File: src/rtl/led_matrix_scanner_pkg.sv
// Shared types and constants for the bicolour LED matrix scanner.
package led_matrix_pkg;

  localparam int unsigned MATRIX_DIM = 16;
  localparam int unsigned PWM_BITS   = 4;

  typedef logic [MATRIX_DIM-1:0][MATRIX_DIM-1:0] pixel_frame_t;
  typedef logic [MATRIX_DIM-1:0]                 line_t;
  typedef logic [$clog2(MATRIX_DIM)-1:0]         row_t;

  typedef enum logic [1:0] {
    IDLE,
    LOAD,
    BLANK,
    DRIVE
  } scan_state_t;

  // One-hot row select line for a given row index.
  function automatic line_t row_onehot(row_t r);
    line_t v;
    v    = '0;
    v[r] = 1'b1;
    return v;
  endfunction

endpackage

File: src/rtl/led_matrix_scanner_if.sv
// Pixel-frame inputs and LED pin outputs of the matrix scanner.
interface led_matrix_scanner_if;
  import led_matrix_pkg::*;

  logic                enable;
  logic [PWM_BITS-1:0] brightness;
  pixel_frame_t        RedPixels;
  pixel_frame_t        GrnPixels;
  line_t               RowSink;
  line_t               RedDriver;
  line_t               GrnDriver;
  row_t                row_idx;
  logic                frame_start;

  // Frame producer side (state logic / testbench).
  modport master (
    output enable, brightness, RedPixels, GrnPixels,
    input  RowSink, RedDriver, GrnDriver, row_idx, frame_start
  );

  // Scanner side.
  modport slave (
    input  enable, brightness, RedPixels, GrnPixels,
    output RowSink, RedDriver, GrnDriver, row_idx, frame_start
  );

endinterface

File: src/rtl/led_matrix_scanner_scan_timer.sv
// Loadable down-counter with terminal count, plus an up-count view of the
// same interval used as the PWM phase.
module scan_timer #(
  parameter int unsigned CNT_W   = 8,
  parameter int unsigned PHASE_W = 4
) (
  input  logic               clk,
  input  logic               reset_n,
  input  logic               load,
  input  logic [CNT_W-1:0]   load_val,
  output logic               tc,
  output logic [PHASE_W-1:0] phase_nxt
);

  logic [CNT_W-1:0] cnt_q, cnt_d;
  logic [CNT_W-1:0] up_q, up_d;

  // Next count: reload on request, otherwise count down and stop at zero.
  always_comb begin
    cnt_d = cnt_q;
    up_d  = up_q;
    if (load) begin
      cnt_d = load_val;
      up_d  = '0;
    end else if (cnt_q != '0) begin
      cnt_d = cnt_q - CNT_W'(1);
      up_d  = up_q + CNT_W'(1);
    end
  end

  assign tc        = (cnt_q == '0);
  assign phase_nxt = up_d[PHASE_W-1:0];

  // Counter registers.
  always_ff @(posedge clk) begin
    if (!reset_n) begin
      cnt_q <= '0;
      up_q  <= '0;
    end else begin
      cnt_q <= cnt_d;
      up_q  <= up_d;
    end
  end

endmodule

File: src/rtl/led_matrix_scanner.sv
// Snapshots a 16x16 red/green frame at each frame start and scans it onto
// the LED matrix one row at a time, with blanking and PWM brightness.
module led_matrix_scanner
  import led_matrix_pkg::*;
#(
  parameter int unsigned ROW_CYCLES   = 1024,
  parameter int unsigned BLANK_CYCLES = 16
) (
  input  logic                 clk,
  input  logic                 reset_n,
  led_matrix_scanner_if.slave  bus
);

  localparam int unsigned MAX_LEN    = (ROW_CYCLES > BLANK_CYCLES) ? ROW_CYCLES : BLANK_CYCLES;
  localparam int unsigned CNT_W      = $clog2(MAX_LEN + 1);
  localparam logic [CNT_W-1:0] ROW_LOAD   = CNT_W'(ROW_CYCLES - 1);
  localparam logic [CNT_W-1:0] BLANK_LOAD = CNT_W'(BLANK_CYCLES - 1);
  localparam row_t LAST_ROW = row_t'(MATRIX_DIM - 1);

  scan_state_t         state_q, state_d;
  row_t                row_q, row_d;
  pixel_frame_t        shadow_red_q, shadow_grn_q;
  logic                tmr_load, tmr_tc;
  logic [CNT_W-1:0]    tmr_load_val;
  logic [PWM_BITS-1:0] phase_nxt;
  line_t               sink_d, red_d, grn_d;
  line_t               sink_q, red_q, grn_q;
  logic                fs_d, fs_q;

  // Every state entry restarts the shared interval timer.
  assign tmr_load     = (state_d != state_q);
  assign tmr_load_val = (state_d == BLANK) ? BLANK_LOAD : ROW_LOAD;

  scan_timer #(
    .CNT_W   (CNT_W),
    .PHASE_W (PWM_BITS)
  ) u_timer (
    .clk       (clk),
    .reset_n   (reset_n),
    .load      (tmr_load),
    .load_val  (tmr_load_val),
    .tc        (tmr_tc),
    .phase_nxt (phase_nxt)
  );

  // State and row-index registers.
  always_ff @(posedge clk) begin
    if (!reset_n) begin
      state_q <= IDLE;
      row_q   <= '0;
    end else begin
      state_q <= state_d;
      row_q   <= row_d;
    end
  end

  // Next-state and next-row logic.
  always_comb begin
    state_d = state_q;
    row_d   = row_q;
    unique case (state_q)
      IDLE:  if (bus.enable) state_d = LOAD;
      LOAD:  state_d = BLANK;
      BLANK: if (tmr_tc) state_d = DRIVE;
      DRIVE: begin
        if (tmr_tc) begin
          if (row_q != LAST_ROW) begin
            state_d = BLANK;
            row_d   = row_q + row_t'(1);
          end else begin
            state_d = bus.enable ? LOAD : IDLE;
          end
        end
      end
      default: state_d = IDLE;
    endcase
    if (state_d == LOAD) row_d = '0;
  end

  // Frame snapshot taken during the LOAD cycle.
  always_ff @(posedge clk) begin
    if (!reset_n) begin
      shadow_red_q <= '0;
      shadow_grn_q <= '0;
    end else if (state_q == LOAD) begin
      shadow_red_q <= bus.RedPixels;
      shadow_grn_q <= bus.GrnPixels;
    end
  end

  // Output decode. Built from the next state/row/phase so the registered
  // outputs line up with the state they belong to, not one cycle behind.
  always_comb begin
    sink_d = '0;
    red_d  = '0;
    grn_d  = '0;
    fs_d   = (state_d == LOAD);
    if (state_d == DRIVE) begin
      sink_d = row_onehot(row_d);
      if (phase_nxt < bus.brightness) begin
        red_d = shadow_red_q[row_d];
        grn_d = shadow_grn_q[row_d];
      end
    end
  end

  // Output registers.
  always_ff @(posedge clk) begin
    if (!reset_n) begin
      sink_q <= '0;
      red_q  <= '0;
      grn_q  <= '0;
      fs_q   <= 1'b0;
    end else begin
      sink_q <= sink_d;
      red_q  <= red_d;
      grn_q  <= grn_d;
      fs_q   <= fs_d;
    end
  end

  assign bus.RowSink     = sink_q;
  assign bus.RedDriver   = red_q;
  assign bus.GrnDriver   = grn_q;
  assign bus.row_idx     = row_q;
  assign bus.frame_start = fs_q;

endmodule

File: src/flat_wrapper.sv
// flat-port wrapper written by rule: the top's interface ports become plain ports
module led_matrix_scanner_flat import led_matrix_pkg::*;
#(
  parameter int unsigned ROW_CYCLES   = 1024,
  parameter int unsigned BLANK_CYCLES = 16
)
  (clk, reset_n, bus_enable, bus_brightness, bus_RedPixels, bus_GrnPixels, bus_RowSink, bus_RedDriver, bus_GrnDriver, bus_row_idx, bus_frame_start);
  led_matrix_scanner_if bus_i ();
  input  logic clk;
  input  logic reset_n;
  input wire logic [$bits(bus_i.enable)-1:0] bus_enable;
  input wire logic [$bits(bus_i.brightness)-1:0] bus_brightness;
  input wire logic [$bits(bus_i.RedPixels)-1:0] bus_RedPixels;
  input wire logic [$bits(bus_i.GrnPixels)-1:0] bus_GrnPixels;
  output wire logic [$bits(bus_i.RowSink)-1:0] bus_RowSink;
  output wire logic [$bits(bus_i.RedDriver)-1:0] bus_RedDriver;
  output wire logic [$bits(bus_i.GrnDriver)-1:0] bus_GrnDriver;
  output wire logic [$bits(bus_i.row_idx)-1:0] bus_row_idx;
  output wire logic [$bits(bus_i.frame_start)-1:0] bus_frame_start;
  assign bus_i.enable = bus_enable;
  assign bus_i.brightness = bus_brightness;
  assign bus_i.RedPixels = bus_RedPixels;
  assign bus_i.GrnPixels = bus_GrnPixels;
  assign bus_RowSink = bus_i.RowSink;
  assign bus_RedDriver = bus_i.RedDriver;
  assign bus_GrnDriver = bus_i.GrnDriver;
  assign bus_row_idx = bus_i.row_idx;
  assign bus_frame_start = bus_i.frame_start;
  led_matrix_scanner #(.ROW_CYCLES(ROW_CYCLES), .BLANK_CYCLES(BLANK_CYCLES)) u_core (.clk(clk), .reset_n(reset_n), .bus(bus_i));
endmodule
File: config.mk
export PLATFORM = sky130hd
export DESIGN_NAME = led_matrix_scanner_flat
export DESIGN_NICKNAME = d
export VERILOG_FILES = /design/src/rtl/led_matrix_scanner_pkg.sv /design/src/rtl/led_matrix_scanner_if.sv /design/src/rtl/led_matrix_scanner_scan_timer.sv /design/src/rtl/led_matrix_scanner.sv /design/src/flat_wrapper.sv
export SDC_FILE = /design/constraint.sdc
export NUM_CORES = 1
export LEC_CHECK = 0
export BUFFER_PORTS_ARGS = -buffer_cell sky130_fd_sc_hd__buf_2
export CORE_MARGIN = 10
export CORE_UTILIZATION = 50
export DETAILED_ROUTE_END_ITERATION = 6
export PLACE_DENSITY = 0.75
export SLEW_MARGIN = 20
export SYNTH_ARGS = -nofsm -noshare
export SYNTH_HDL_FRONTEND = slang
export SYNTH_SLANG_ARGS = --single-unit
File: constraint.sdc
create_clock -name clk -period 3.55 [get_ports clk]
set_input_delay 0.1775 -clock clk [delete_from_list [all_inputs] [get_ports clk]]
set_output_delay 0.1775 -clock clk [all_outputs]
set_load 0.02 [all_outputs]
* Yosys cells after proc, flatten, opt, wreduce, memory -nomap -nowiden
Index checks and enable logic that the tools add are counted.
Cells by class: add/subtract/negate cells 3, order comparisons 3, equal/unequal tests 8, muxes and demuxes 21, bitwise operators 1, reductions and logical operators 8
Operator list (number):
- $bmux W16 S4 | 2
- $mux W16 | 2
- $mux W4 | 6
- $mux W11 | 2
- $add A11 B1 Y11 const B | 1
- $logic_not A11 Y1 | 1
- $reduce_bool A11 Y1 | 1
- $sub A11 B1 Y11 const B | 1
- $mux W10 | 1
- $eq A2 B2 Y1 const B | 4
- $mux W2 | 4
- $pmux W2 S4 | 1
- $lt A4 B5 Y1 const B | 1
- $add A4 B1 Y4 const B | 1
- $demux W1 S4 | 1
- $eq A2 B1 Y1 const B | 2
- $ge A4 B1 Y1 const B | 1
- $lt A4 B4 Y1 | 1
- $ne A4 B4 Y1 const B | 1
- $reduce_and A3 Y1 | 1
- $logic_not A2 Y1 | 1
- $mux W1 | 2
- $ne A2 B2 Y1 | 1
- $reduce_and A2 Y1 | 1
- other kinds (4) | 4
Word-level totals: flip-flop bits (word level) 589, output and inout port bits 53, logic and storage cells 85

* Longest topological paths before layout
word-level depth 10, depth in mapped cells 18, depth with buffers taken out 13

* Cells and area by module
From an unflattened synthesis, not the netlist that was laid out.
Second synthesis, totals: cell total of the unflattened synthesis 2983, area total of the unflattened synthesis 24996.5 um2
By module, submodules not included:
- led_matrix_scanner | instances 1, cells each 2880, area an instance 24144.4 um2, sequential area each 11350.9 um2
- scan_timer | instances 1, cells each 103, area an instance 852.1 um2, sequential area each 300.3 um2

* Least setup slack after synthesis
OpenSTA, ideal clock, no wires.
path kind reg-to-reg, start point register u_core.u_timer.cnt_q[0], end point register u_core.red_q[10] (netlist: u_core.bus.RedDriver[10]), library setup time 0.065 ns, arrival 3.200 ns, required time 3.485 ns, path slack 0.285 ns, cell stages (with the launch flop) 17, buffers on the path 3, clock period less this slack 3.265 ns, cell sequence dfxtp_1 > inv_1 > ha_1 > nor4b_2 > buf_4 > nand4_1 > a21oi_1 > a21oi_1 > ha_1 > nor2b_1 > o211a_1 > a211oi_1 > and4_1 > buf_4 > buf_1 > o311ai_0 > nand4b_1
On the way: cells in the longest elaborated chain, start to end 7
Ends and longest elaborated chain:
- from (decl) | line led_matrix_scanner_scan_timer.sv:15 | logic [CNT_W-1:0] cnt_q, cnt_d;
- from (signal assigned) | line led_matrix_scanner_scan_timer.sv:40 | cnt_q <= cnt_d;
- $logic_not A11 Y1 | line led_matrix_scanner_scan_timer.sv:31 | assign tc = (cnt_q == '0);
- $mux W2, on equally long branches | line led_matrix_scanner.sv:66, led_matrix_scanner.sv:64
- $pmux W2 S4 | line led_matrix_scanner.sv:61 | unique case (state_q)
- $ne A2 B2 Y1 | line led_matrix_scanner.sv:31 | assign tmr_load = (state_d != state_q);
- $mux W4 (*) | line led_matrix_scanner_scan_timer.sv:22 | if (load) begin
- net u_core.phase_nxt[1] | line led_matrix_scanner.sv:25 | logic [PWM_BITS-1:0] phase_nxt;
- $lt A4 B4 Y1 (*) | line led_matrix_scanner.sv:100 | if (phase_nxt < bus.brightness) begin
- $reduce_and A3 Y1 (no line) (*)
- to (signal assigned) | line led_matrix_scanner.sv:116 | red_q <= red_d;
- to (decl) | line led_matrix_scanner.sv:27 | line_t sink_q, red_q, grn_q;
The timed path passes the listed nets; every way through them passes the cells marked *. The select of a mux whose other input is x is not followed. A chain may end at the register's enable or synchronous reset.

* Worst setup path in the final report
start point register u_core.u_timer.cnt_q[0], end point register u_core.red_q[8] (netlist: u_core.bus.RedDriver[8])
On the way: cells in the longest elaborated chain, start to end 7
Ends and longest elaborated chain (line):
- $logic_not A11 Y1 | led_matrix_scanner_scan_timer.sv:31
- $mux W2, on equally long branches | led_matrix_scanner.sv:66, led_matrix_scanner.sv:64
- $pmux W2 S4 | led_matrix_scanner.sv:61
- $ne A2 B2 Y1 / $eq A2 B1 Y1 (equally long branches) | led_matrix_scanner.sv:31, led_matrix_scanner.sv:77
- $mux W4, on equally long branches | led_matrix_scanner_scan_timer.sv:22, led_matrix_scanner.sv:77
- $lt A4 B4 Y1 / $bmux W16 S4 (equally long branches) | led_matrix_scanner.sv:100, led_matrix_scanner.sv:101
- $reduce_and A3 Y1 (no line) / $mux W16 (equally long branches)
Several ways; a longest one is shown, not always the timed one. The select of a mux whose other input is x is not followed.

==> metrics.yaml <==
grt:
  grt_max_degree: 205
  overflow: 0
  grt_pass1_wl_mm: 204
  top_usage_layer: "met2"
  grt_use_met3_pct: 10.5
  gr-usage-met1_pct: 46.6
  grt.total_usage_pct: 37.6
  first_global_vias: 32254
  antenna_found_initial: 32
  use_met2_pct: 56.6
die:
  fp.coreArea_um2: 58900
  die_w_um: 264
  dieArea_um2: 69500
  num_io_pins: 572
  rows: 89
  die_y_um: 264
  initial_core_util_pct: 50.4
final_layout:
  fin_cells: 5688
  area_growth_pct: 37.8
  fillerInstances: 4348
  seqCellArea_um2: 11700
  final_nets: 5362
  drive_above_1_share_pct: 17.0
  multi_input_area_um2: 16700
  final_cell_area_um2: 40900
worst_setup_path:
  worstSetupStartpointType: "flop"
  end_kind: "flop"
  crit_top_cell: "buf_4"
  critPathMaxStageDelay_ns: 0.73
  crit_family: "compound AO/OA/AOI/OAI gates"
  critical_path.max_fanout: 28
  worst-path-buf-inv: 3
  crit_chain: "inv_1 -> ha_2 -> nor4b_4 -> buf_4 -> buf_4 -> a41o_2 -> a221oi_1 -> o21ai_0 -> o311ai_1 -> nand4b_1"
  arrival_ns: 3.89
  reg2reg_depth: 10
  slowest_stage: "o311ai_1"
  crit_required_ns: 3.99
  crit_type: "reg2reg"
  path_depth: 10
synthesis:
  yosysUniqueCellTypes: 56
  ys_seq_area_share_pct: 39.3
  synth_fa_ha_area_share_pct: 0.253
  ys_top_cells_by_area: "dfxtp_1, nand2_1, a21boi_0"
  synthXorXnorAreaFrac_pct: 0.325
  ys_ff_latch: 582
  yosysWarnings: 0
  syn-cell-area_um2: 29700
  synthFlopType: "dfxtp_1"
  yosys-mux-area-fraction_pct: 0.417
  async_reset_ff_share_pct: 0
  syn_inst: 3939
  synthSimpleGateAreaFrac_pct: 26.4
  syn_avg_cell_area_um2: 7.53
  synth_top_area_share_pct: 39.3
  yosysTopAreaCell: "dfxtp_1"
  synth_edf_count: 0
  synth_fp_nets: 4464
  synth_top_family_by_area: "compound AO/OA/AOI/OAI gates"
  synth_compound_gate_area_share_pct: 28.2
detailed_routing:
  drc_errors: 1
  post_drt_wl_per_cell_um: 24.3
  viasPerCell: 5.98
  num_vias: 33989
  routed_wl_mm: 138
  drt_first_pass_iters: 7
  drtIter0Drc: 5486
  postRouteAntennaNets: 0
timing:
  tightest_slew_ns: 1.02
  hold_violations: 0
  period_needed_ns: 3.46
  finalMaxSlewViolations: 0
  maxSlewHeadroom_pct: 32.2
  fin_skew_ns: 0.0244
  timing.fmax_mhz: 289
  setup_viol: 0
  finalCritPeriodShare_pct: 97.3
  hold_slack_ns: 0.213
power:
  seqPwrFrac_pct: 43.2
  p_comb_share_pct: 14.6
  ir_drop_uv: 376
  p_sw_uw: 4560
  power_leakage_uw: 0.0166
  powerDensity_nw_per_um2: 407
  power_uw: 16700
  p_int_uw: 12100
  p_clk_share_pct: 42.2
  sw_frac_of_total_pct: 27.3
placement:
  placed_area_um2: 33000
  dpl.cell_count: 4987
  dpl.hpwl_mm: 87.2
  io_buffers: 571
  routabilityCongestion: 0.975
job:
  drv_cap: 0
min_path:
  hp-class: "in2reg"
  min_path_cells: 3
cts:
  cts_made_buffers: 66
  clock_path_buffers: 3
  cts_root_buf: "clkbuf_16"
  cts_tree: "done"
  clock_sinks: 582
  clk_pin_slew_worst_paths_ns: 0.06
  clk_latency_ns: 0.62
  htreeDepth: 3
status:
  violations: "design-rule violations"
  outcome: "complete, but fails checks"
==> metrics by stage <==
step	utilization [%]	setup slack (ns)	TNS, ns
floorplan	-	0.285	0
global placement	56.1	0.0520	0
detailed placement	56.1	-0.0577	-0.0789
CTS	69.1	0.0219	0
global route	69.4	-0.0205	-0.0505
finish	69.4	0.0945	0
==> cell usage after synthesis, types with 7 or more instances <==
cell type	n
o311ai_0	31
a21oi_1	195
clkbuf_1	308
nand2_1	1451
buf_1	10
a21boi_1	14
o21ai_0	39
and3_1	165
a41oi_1	36
and3b_1	35
a21boi_0	593
or3b_2	35
nor2_1	32
nand4b_1	30
o21a_1	95
inv_1	7
dfxtp_1	582
a221oi_1	35
o311ai_1	66
buf_2	52
o311a_1	30
==> what timing repair did <==
item / CTS / global route
pin swaps: 1 / 3
gates resized for setup: 1 / 8
cloned: 0 / 2
setup endpoints to repair: 5 / 32
hold buffers: 543 / 0
hold endpoints to repair: 513 / 0
setup buffers: 1 / 9
==> state kept, by name (all words and copies together), names as in the netlist <==
| register | count |
|---|---|
| u_core.bus.row_idx | 4 |
| u_core.bus.RedDriver | 16 |
| u_core.bus.frame_start | 1 |
| u_core.u_timer.up_q | 4 |
| u_core.bus.GrnDriver | 16 |
| u_core.bus.RowSink | 16 |
| u_core.u_timer.cnt_q | 11 |
| u_core.shadow_red_q | 256 |
| u_core.state_q | 2 |
| u_core.shadow_grn_q | 256 |
==> final timing paths <==
kind / from / end / slack (ns)
setup / recovery: u_core.u_timer.cnt_q[0] / u_core.bus.RedDriver[8] / 0.09
hold / removal: bus_enable / u_core.state_q[0] / 0.21
setup reg to reg: u_core.u_timer.cnt_q[0] / u_core.bus.RedDriver[8] / 0.09
hold reg to reg: u_core.shadow_red_q[93] / u_core.shadow_red_q[93] / 0.46
==> worst reg2reg max path, delay by kind of cell, from the launching register on <==
kind                     cells  cell delay, ns
adder cells (fa/ha/maj)      1            0.21
buffers and inverters        3            0.41
AND/OR/NAND/NOR              2            0.30
flip-flops                   1            0.34
AO/OA/AOI/OAI                4            2.03
==> power by group through the flow <==
stage,combinational (uW),clock [uW],sequential (uW)
final,2420,7030,7200
after CTS,2280,7010,7170
after floorplan,1100,0,7170
after detailed placement,1800,0,7310
after global placement,1780,0,7310
after global routing,2610,7310,7210
==> kinds of logic (layout without fill, tap and decap cells) <==
| family | after synthesis | in the layout |
|---|---|---|
| AO/OA/AOI/OAI | 1151 | 1151 |
| XOR/XNOR | 11 | 11 |
| adder cells (fa/ha/maj) | 6 | 6 |
| buffers and inverters | 383 | 1330 |
| flip-flops | 582 | 582 |
| multiplexers | 11 | 11 |
| other | 0 | 29 |
| AND/OR/NAND/NOR | 1795 | 1795 |
==> placed cells by master, fill, tap and decap left out, types with 36 or more instances in the layout <==
| cell | Yosys | routed |
|---|---|---|
| a21boi_0 | 593 | 593 |
| a21oi_1 | 195 | 195 |
| a41oi_1 | 36 | 36 |
| and3_1 | 165 | 165 |
| buf_2 | 52 | 570 |
| buf_4 | 3 | 65 |
| clkbuf_16 | 0 | 73 |
| dfxtp_1 | 582 | 581 |
| dlygate4sd3_1 | 0 | 543 |
| nand2_1 | 1451 | 1451 |
| o21a_1 | 95 | 95 |
| o21ai_0 | 39 | 39 |
| o311ai_1 | 66 | 75 |
==> layer usage <==
layer  routed length (um)  vias up
li1                     -    15320
met1                52300    15766
met2                59900     2326
met3                16000      559
met4                 9870       18
met5                  115        -
==> cell type report <==
class / count / share of cell area [%]
Multi-Input combinational cell: 2974 / 40.7
Sequential cell: 582 / 28.5
Timing Repair Buffer: 1206 / 22.8
Clock buffer: 98 / 4.89
Tap cell: 773 / 2.36
Clock inverter: 19 / 0.465
Antenna cell: 29 / 0.177
Inverter: 7 / 0.0642
(Power assumes the default switching activity.)
